**src/rtl/arrow_pkg.sv**
```systemverilog
`default_nettype none
// ============================================================================
// Package     : arrow_pkg
// Description : Shared types, constants and helpers for the arrow spawner.
//               Direction encoding, FSM state encoding, the LFSR polynomial
//               and the speed-code mapping live here so the spawner and the
//               LFSR agree on them.
// Revision    : 1.0 - initial release
// ============================================================================
package arrow_pkg;

  typedef enum logic [1:0] {
    DIR_TOP    = 2'b00,
    DIR_BOTTOM = 2'b01,
    DIR_LEFT   = 2'b10,
    DIR_RIGHT  = 2'b11
  } direction_t;

  typedef enum logic [1:0] {
    IDLE   = 2'd0,
    GAP    = 2'd1,
    ACTIVE = 2'd2
  } state_t;

  localparam logic [15:0] LFSR_TAPS     = 16'hB400;
  localparam logic [15:0] LFSR_DEFAULT  = 16'hACE1;
  localparam int          ARROW_STEP_PX = 4;
  localparam int          CENTER_X      = 512;
  localparam int          CENTER_Y      = 384;

  // One Galois step, shifting right with feedback from bit 0.
  function automatic logic [15:0] lfsr_step(input logic [15:0] s);
    return (s >> 1) ^ (s[0] ? LFSR_TAPS : 16'h0000);
  endfunction

  // Speed code 0 would freeze an arrow, so it is promoted to 1.
  function automatic logic [2:0] speed_code(input logic [2:0] raw);
    return (raw == 3'd0) ? 3'd1 : raw;
  endfunction

endpackage
`default_nettype wire

```
**src/rtl/lfsr16.sv**
```systemverilog
`default_nettype none
// ============================================================================
// Module      : lfsr16
// Description : 16-bit Galois LFSR that steps only when asked to.
//               A zero load value would lock the register at zero, so it is
//               replaced by the package default.
// Ports       : clk     in   clock
//               rst     in   asynchronous active-high reset
//               advance in   take one Galois step on this clock
//               state   out  current LFSR contents
// Revision    : 1.0 - initial release
// ============================================================================
module lfsr16
  import arrow_pkg::*;
#(
  parameter logic [15:0] LOAD_VALUE = LFSR_DEFAULT
) (
  input  logic        clk,
  input  logic        rst,
  input  logic        advance,
  output logic [15:0] state
);

  localparam logic [15:0] RESET_VALUE = (LOAD_VALUE == 16'h0000) ? LFSR_DEFAULT : LOAD_VALUE;

  always_ff @(posedge clk or posedge rst) begin
    if (rst) begin
      state <= RESET_VALUE;
    end else if (advance) begin
      state <= lfsr_step(state);
    end
  end

endmodule
`default_nettype wire

```
**src/rtl/arrow_spawner.sv**
```systemverilog
`default_nettype none
// ============================================================================
// Module      : arrow_spawner
// Description : Sequencer producing one command bundle per arrow for the
//               arrow renderer. Arrows alternate with low gaps; all timing
//               is counted in frames (hcount/vcount origin). Attributes are
//               drawn from a seeded LFSR that steps once per spawn.
// Ports       : clk             in   pixel clock
//               rst             in   asynchronous active-high reset
//               hcount_in[10:0] in   current pixel column
//               vcount_in[9:0]  in   current pixel row
//               enable_in       in   game running; low forces IDLE
//               valid_out       out  arrow alive
//               direction_out   out  00 top, 01 bottom, 10 left, 11 right
//               speed_out[2:0]  out  speed code 1..7
//               inversed_out    out  inversed-arrow flag
//               spawn_count_out out  arrows launched, modulo 256
// Revision    : 1.0 - initial release
// ============================================================================
module arrow_spawner
  import arrow_pkg::*;
#(
  parameter int          GAP_FRAMES   = 30,
  parameter int          VERT_FRAMES  = 100,
  parameter int          HORIZ_FRAMES = 132,
  parameter logic [15:0] SEED         = 16'hACE1
) (
  input  logic        clk,
  input  logic        rst,
  input  logic [10:0] hcount_in,
  input  logic [9:0]  vcount_in,
  input  logic        enable_in,
  output logic        valid_out,
  output logic [1:0]  direction_out,
  output logic [2:0]  speed_out,
  output logic        inversed_out,
  output logic [7:0]  spawn_count_out
);

  // The frame counter is 8 bits wide, so every frame count must fit 1..256.
  if (GAP_FRAMES < 1 || GAP_FRAMES > 256 ||
      VERT_FRAMES < 1 || VERT_FRAMES > 256 ||
      HORIZ_FRAMES < 1 || HORIZ_FRAMES > 256) begin : g_param_check
    $error("arrow_spawner: frame parameters must lie in 1..256");
  end

  localparam logic [7:0] GAP_LAST   = 8'(GAP_FRAMES - 1);
  localparam logic [7:0] VERT_LAST  = 8'(VERT_FRAMES - 1);
  localparam logic [7:0] HORIZ_LAST = 8'(HORIZ_FRAMES - 1);

  state_t      state, state_nxt;
  logic [7:0]  frame_cnt, frame_cnt_nxt;
  logic        valid_nxt;
  logic [1:0]  dir_nxt;
  logic [2:0]  speed_nxt;
  logic        inv_nxt;
  logic [7:0]  count_nxt;
  logic        lfsr_advance;
  logic [15:0] lfsr_state;
  logic        tick;
  logic [7:0]  life_last;
  logic        unused_lfsr_bits;

  lfsr16 #(
    .LOAD_VALUE (SEED)
  ) u_lfsr (
    .clk     (clk),
    .rst     (rst),
    .advance (lfsr_advance),
    .state   (lfsr_state)
  );

  assign tick             = (hcount_in == 11'd0) && (vcount_in == 10'd0);
  // Horizontal arrows travel further, so their window is longer.
  assign life_last        = direction_out[1] ? HORIZ_LAST : VERT_LAST;
  assign unused_lfsr_bits = &{1'b0, lfsr_state[15:8], lfsr_state[3:2]};

  always_ff @(posedge clk or posedge rst) begin
    if (rst) begin
      state           <= IDLE;
      frame_cnt       <= 8'd0;
      valid_out       <= 1'b0;
      direction_out   <= 2'b00;
      speed_out       <= 3'd0;
      inversed_out    <= 1'b0;
      spawn_count_out <= 8'd0;
    end else begin
      state           <= state_nxt;
      frame_cnt       <= frame_cnt_nxt;
      valid_out       <= valid_nxt;
      direction_out   <= dir_nxt;
      speed_out       <= speed_nxt;
      inversed_out    <= inv_nxt;
      spawn_count_out <= count_nxt;
    end
  end

  always_comb begin
    state_nxt     = state;
    frame_cnt_nxt = frame_cnt;
    valid_nxt     = valid_out;
    dir_nxt       = direction_out;
    speed_nxt     = speed_out;
    inv_nxt       = inversed_out;
    count_nxt     = spawn_count_out;
    lfsr_advance  = 1'b0;

    if (!enable_in) begin
      // Abort any arrow in flight; LFSR and spawn count are kept.
      state_nxt     = IDLE;
      frame_cnt_nxt = 8'd0;
      valid_nxt     = 1'b0;
    end else begin
      case (state)
        IDLE: begin
          state_nxt     = GAP;
          frame_cnt_nxt = 8'd0;
          valid_nxt     = 1'b0;
        end
        GAP: begin
          valid_nxt = 1'b0;
          if (tick) begin
            if (frame_cnt == GAP_LAST) begin
              state_nxt     = ACTIVE;
              frame_cnt_nxt = 8'd0;
              valid_nxt     = 1'b1;
              dir_nxt       = lfsr_state[1:0];
              inv_nxt       = lfsr_state[4];
              speed_nxt     = speed_code(lfsr_state[7:5]);
              count_nxt     = spawn_count_out + 8'd1;
              lfsr_advance  = 1'b1;
            end else begin
              frame_cnt_nxt = frame_cnt + 8'd1;
            end
          end
        end
        ACTIVE: begin
          valid_nxt = 1'b1;
          if (tick) begin
            if (frame_cnt == life_last) begin
              state_nxt     = GAP;
              frame_cnt_nxt = 8'd0;
              valid_nxt     = 1'b0;
            end else begin
              frame_cnt_nxt = frame_cnt + 8'd1;
            end
          end
        end
        default: begin
          state_nxt     = IDLE;
          frame_cnt_nxt = 8'd0;
          valid_nxt     = 1'b0;
        end
      endcase
    end
  end

endmodule
`default_nettype wire

```
**config.mk**
```make
export PLATFORM = sky130hd
export DESIGN_NAME = arrow_spawner
export DESIGN_NICKNAME = d
export VERILOG_FILES = /design/src/rtl/arrow_pkg.sv /design/src/rtl/lfsr16.sv /design/src/rtl/arrow_spawner.sv
export SDC_FILE = /design/constraint.sdc
export NUM_CORES = 1
export LEC_CHECK = 0
export CAP_MARGIN = 20
export CORE_ASPECT_RATIO = 0.5
export CORE_MARGIN = 2
export CORE_UTILIZATION = 40
export DETAILED_ROUTE_END_ITERATION = 16
export GPL_TIMING_DRIVEN = 0
export HOLD_SLACK_MARGIN = 0.02
export PLACE_DENSITY = 0.65
export SKIP_CTS_REPAIR_TIMING = 1
export SYNTH_ARGS = -nofsm -noshare
export SYNTH_HDL_FRONTEND = slang
export SYNTH_SLANG_ARGS = --single-unit
```
**constraint.sdc**
```tcl
create_clock -name clk -period 5.65 [get_ports clk]
set_input_delay 0.565 -clock clk [delete_from_list [all_inputs] [get_ports clk]]
set_output_delay 0.565 -clock clk [all_outputs]
set_load 0.05 [all_outputs]
```
==> results.json <==
{
  "power_mw": 0.620,
  "crit_chain": "clkdlybuf4s50_1 -> nor4_1 -> nand4_2 -> nor4_4 -> buf_6 -> mux2_2",
  "placed_cells_incl_taps": 292,
  "route.detailed.drc": 0,
  "grt_pass1_wl_mm": 6.12,
  "worst_slew_pin_slew_ns": 0.843,
  "num_vias": 1486,
  "clock_latency_ns": 0.30,
  "start_util_pct": 41.2,
  "worstPathRequired_ns": 5.83,
  "synth_ff_type": "dfrtp_1",
  "crit_type": "in -> reg",
  "ctsLongestPathBuffers": 2,
  "avgSynthCellArea_um2": 10.9,
  "portBuffers": 38,
  "synth-edff-count": 0,
  "fmax_mhz": 395,
  "p_leak_nw": 1.19,
  "hold_depth": 2,
  "worstSetupEndpointType": "flip-flop",
  "worstRegToRegCells": 7,
  "clock-root-buffer": "clkbuf_8",
  "hold_ws_ns": 0.464,
  "antennaDiodeCount": 0,
  "overflow": 0,
  "status": "complete, no violations",
  "synth_top_area_share_pct": 41.0,
  "fp.dieH_um": 54.2,
  "clk_pin_slew_worst_paths_ns": 0.08,
  "nNetsFinal": 260,
  "netlist_area_um2": 2010,
  "wl_per_cell_um": 12.2,
  "ys_types": 39,
  "pre_cts_slack_ns": 2.76,
  "globalplace.congestion": 0.778,
  "pin_count": 39,
  "relSlewSlack_pct": 43.7,
  "ys_warn_count": 0,
  "tns_ns": 0,
  "crit_path_start_kind": "primary input",
  "drv_cap": 0,
  "grt_antenna_before_repair": 0,
  "crit_fanout": 10,
  "grt_pass1_vias": 1391,
  "rsz0062_at_grt": "false",
  "drt-initial-drc-count": 49,
  "hold_path.class": "reg -> reg",
  "finalCriticalPeriod_ns": 2.53,
  "ys_ff_latch": 41,
  "dieArea_um2": 5650,
  "worst_slack_ns": 3.12,
  "dpl.hpwl_mm": 2.61,
  "postRouteAntennaNets": 0,
  "synthTopCellsByArea": "dfrtp_1 (41%), dfstp_2 (10%), nand2_1 (6.2%)",
  "row_count": 18,
  "cts.sinks": 41,
  "fin_worst_skew_ns": 0.0110,
  "drive_gt1_share_pct": 16.5,
  "numCtsBuffers": 5,
  "synth_nets": 215,
  "die_w_um": 104,
  "routed_wl_mm": 3.66,
  "fin_cells": 300,
  "grt_max_degree": 42,
  "hold_viol_final": 0,
  "worstPathArrival_ns": 2.71,
  "cts_tree": "yes",
  "area_growth_pct": 27.9,
  "slowest_stage": "nor4_4",
  "r2r_slack_ns": 3.34,
  "synth_top_area_cell": "dfrtp_1",
  "core_area_um2": 4890,
  "finalCritPeriodShare_pct": 44.8,
  "multi_input_area_um2": 913,
  "slew_violations": 0,
  "peakVddDrop_mv": 0.104,
  "dr.pass1.iters": 4,
  "pwr_density_cell_nw_per_um2": 241,
  "cp_slowest_stage_delay_ns": 0.60,
  "regArea_um2": 1040,
  "fill_cells": 447,
  "h-tree-depth": 2,
  "setup_viol": 0,
  "seq_area_frac_synth_pct": 51.5,
  "postSynthCellCount": 184,
  "synth_common_cells": "dfrtp_1 (33), nand2_1 (33), o21ai_0 (12)",
  "async_flop_share_pct": 100,
  "viasPerCell": 4.95,
  "grt_use_total_pct": 13.9
}
==> power by group <==
group	leakage, nW	internal [mW]	switching [mW]
Clock	0.0445	0.0993	0.101
Combinational	0.623	0.0488	0.0604
Sequential	0.526	0.302	0.00782
Total	1.19	0.450	0.170
==> kinds of logic (layout without fill, tap and decap cells) <==
group / Yosys count / count (layout) / share of synthesized area [%]
muxes: 14 / 14 / 7.65
adders and majority gates: 7 / 7 / 4.35
DFF: 41 / 41 / 51.5
AOI/OAI and AO/OA: 26 / 26 / 8.33
and+or+nand+nor: 72 / 72 / 20.7
xor gates and xnor gates: 10 / 10 / 4.35
buffers and inverters: 14 / 60 / 3.11
==> state kept, by name, summed over array words and instances (netlist names) <==
| register | flops |
|---|---|
| state | 2 |
| u_lfsr.state | 16 |
| spawn_count_out | 8 |
| speed_out | 3 |
| frame_cnt | 8 |
| direction_out | 2 |
| valid_out | 1 |
| inversed_out | 1 |
==> routing by layer <==
metal	vias to the layer above	routed length, µm	GRT usage [%]
met5	-	0	0
met2	37	1710	25.4
met4	0	49	5.86
met1	707	1730	16.1
met3	7	158	3.87
li1	735	-	-
==> path summary, 6_finish.rpt <==
| kind | from | end |
|---|---|---|
| max in group asynchronous | rst | state[1] |
| setup / recovery | vcount_in[3] | u_lfsr.state[1] |
| min in group asynchronous | rst | direction_out[0] |
| hold / removal | u_lfsr.state[7] | u_lfsr.state[7] |
| hold reg to reg | u_lfsr.state[7] | u_lfsr.state[7] |
| setup reg to reg | frame_cnt[1] | frame_cnt[2] |
==> layout by cell type (no fill, tap or decap), types with 6 or more instances in the layout <==
master and count:
clkdlybuf4s50_1 38, nand2_1 33, dfstp_2 8, mux2_2 11, clkbuf_8 6, xnor2_1 7, inv_1 9, ha_1 7
dfrtp_1 33, o21ai_0 12
==> final cells by class <==
class	instances	area share [%]
Sequential cell	41	40.3
Multi-Input combinational cell	129	35.5
Timing Repair Buffer	38	14.8
Tap cell	70	3.40
Clock buffer	7	3.35
Inverter	10	1.46
Buffer	4	0.972
Clock inverter	1	0.292
==> through the flow <==
step,area (µm²),utilization (%)
after global placement,2480,50.7
final,2570,52.7
after global routing,2570,52.7
after detailed placement,2480,50.7
after floorplan,2010,-
after CTS,2570,52.7
==> worst max-delay path: cells and delay by family <==
kind	cells	cell delay (ns)
multiplexers	1	0.33
buffers and inverters	2	0.61
AND/OR/NAND/NOR	3	1.19
(Power assumes the default switching activity.)
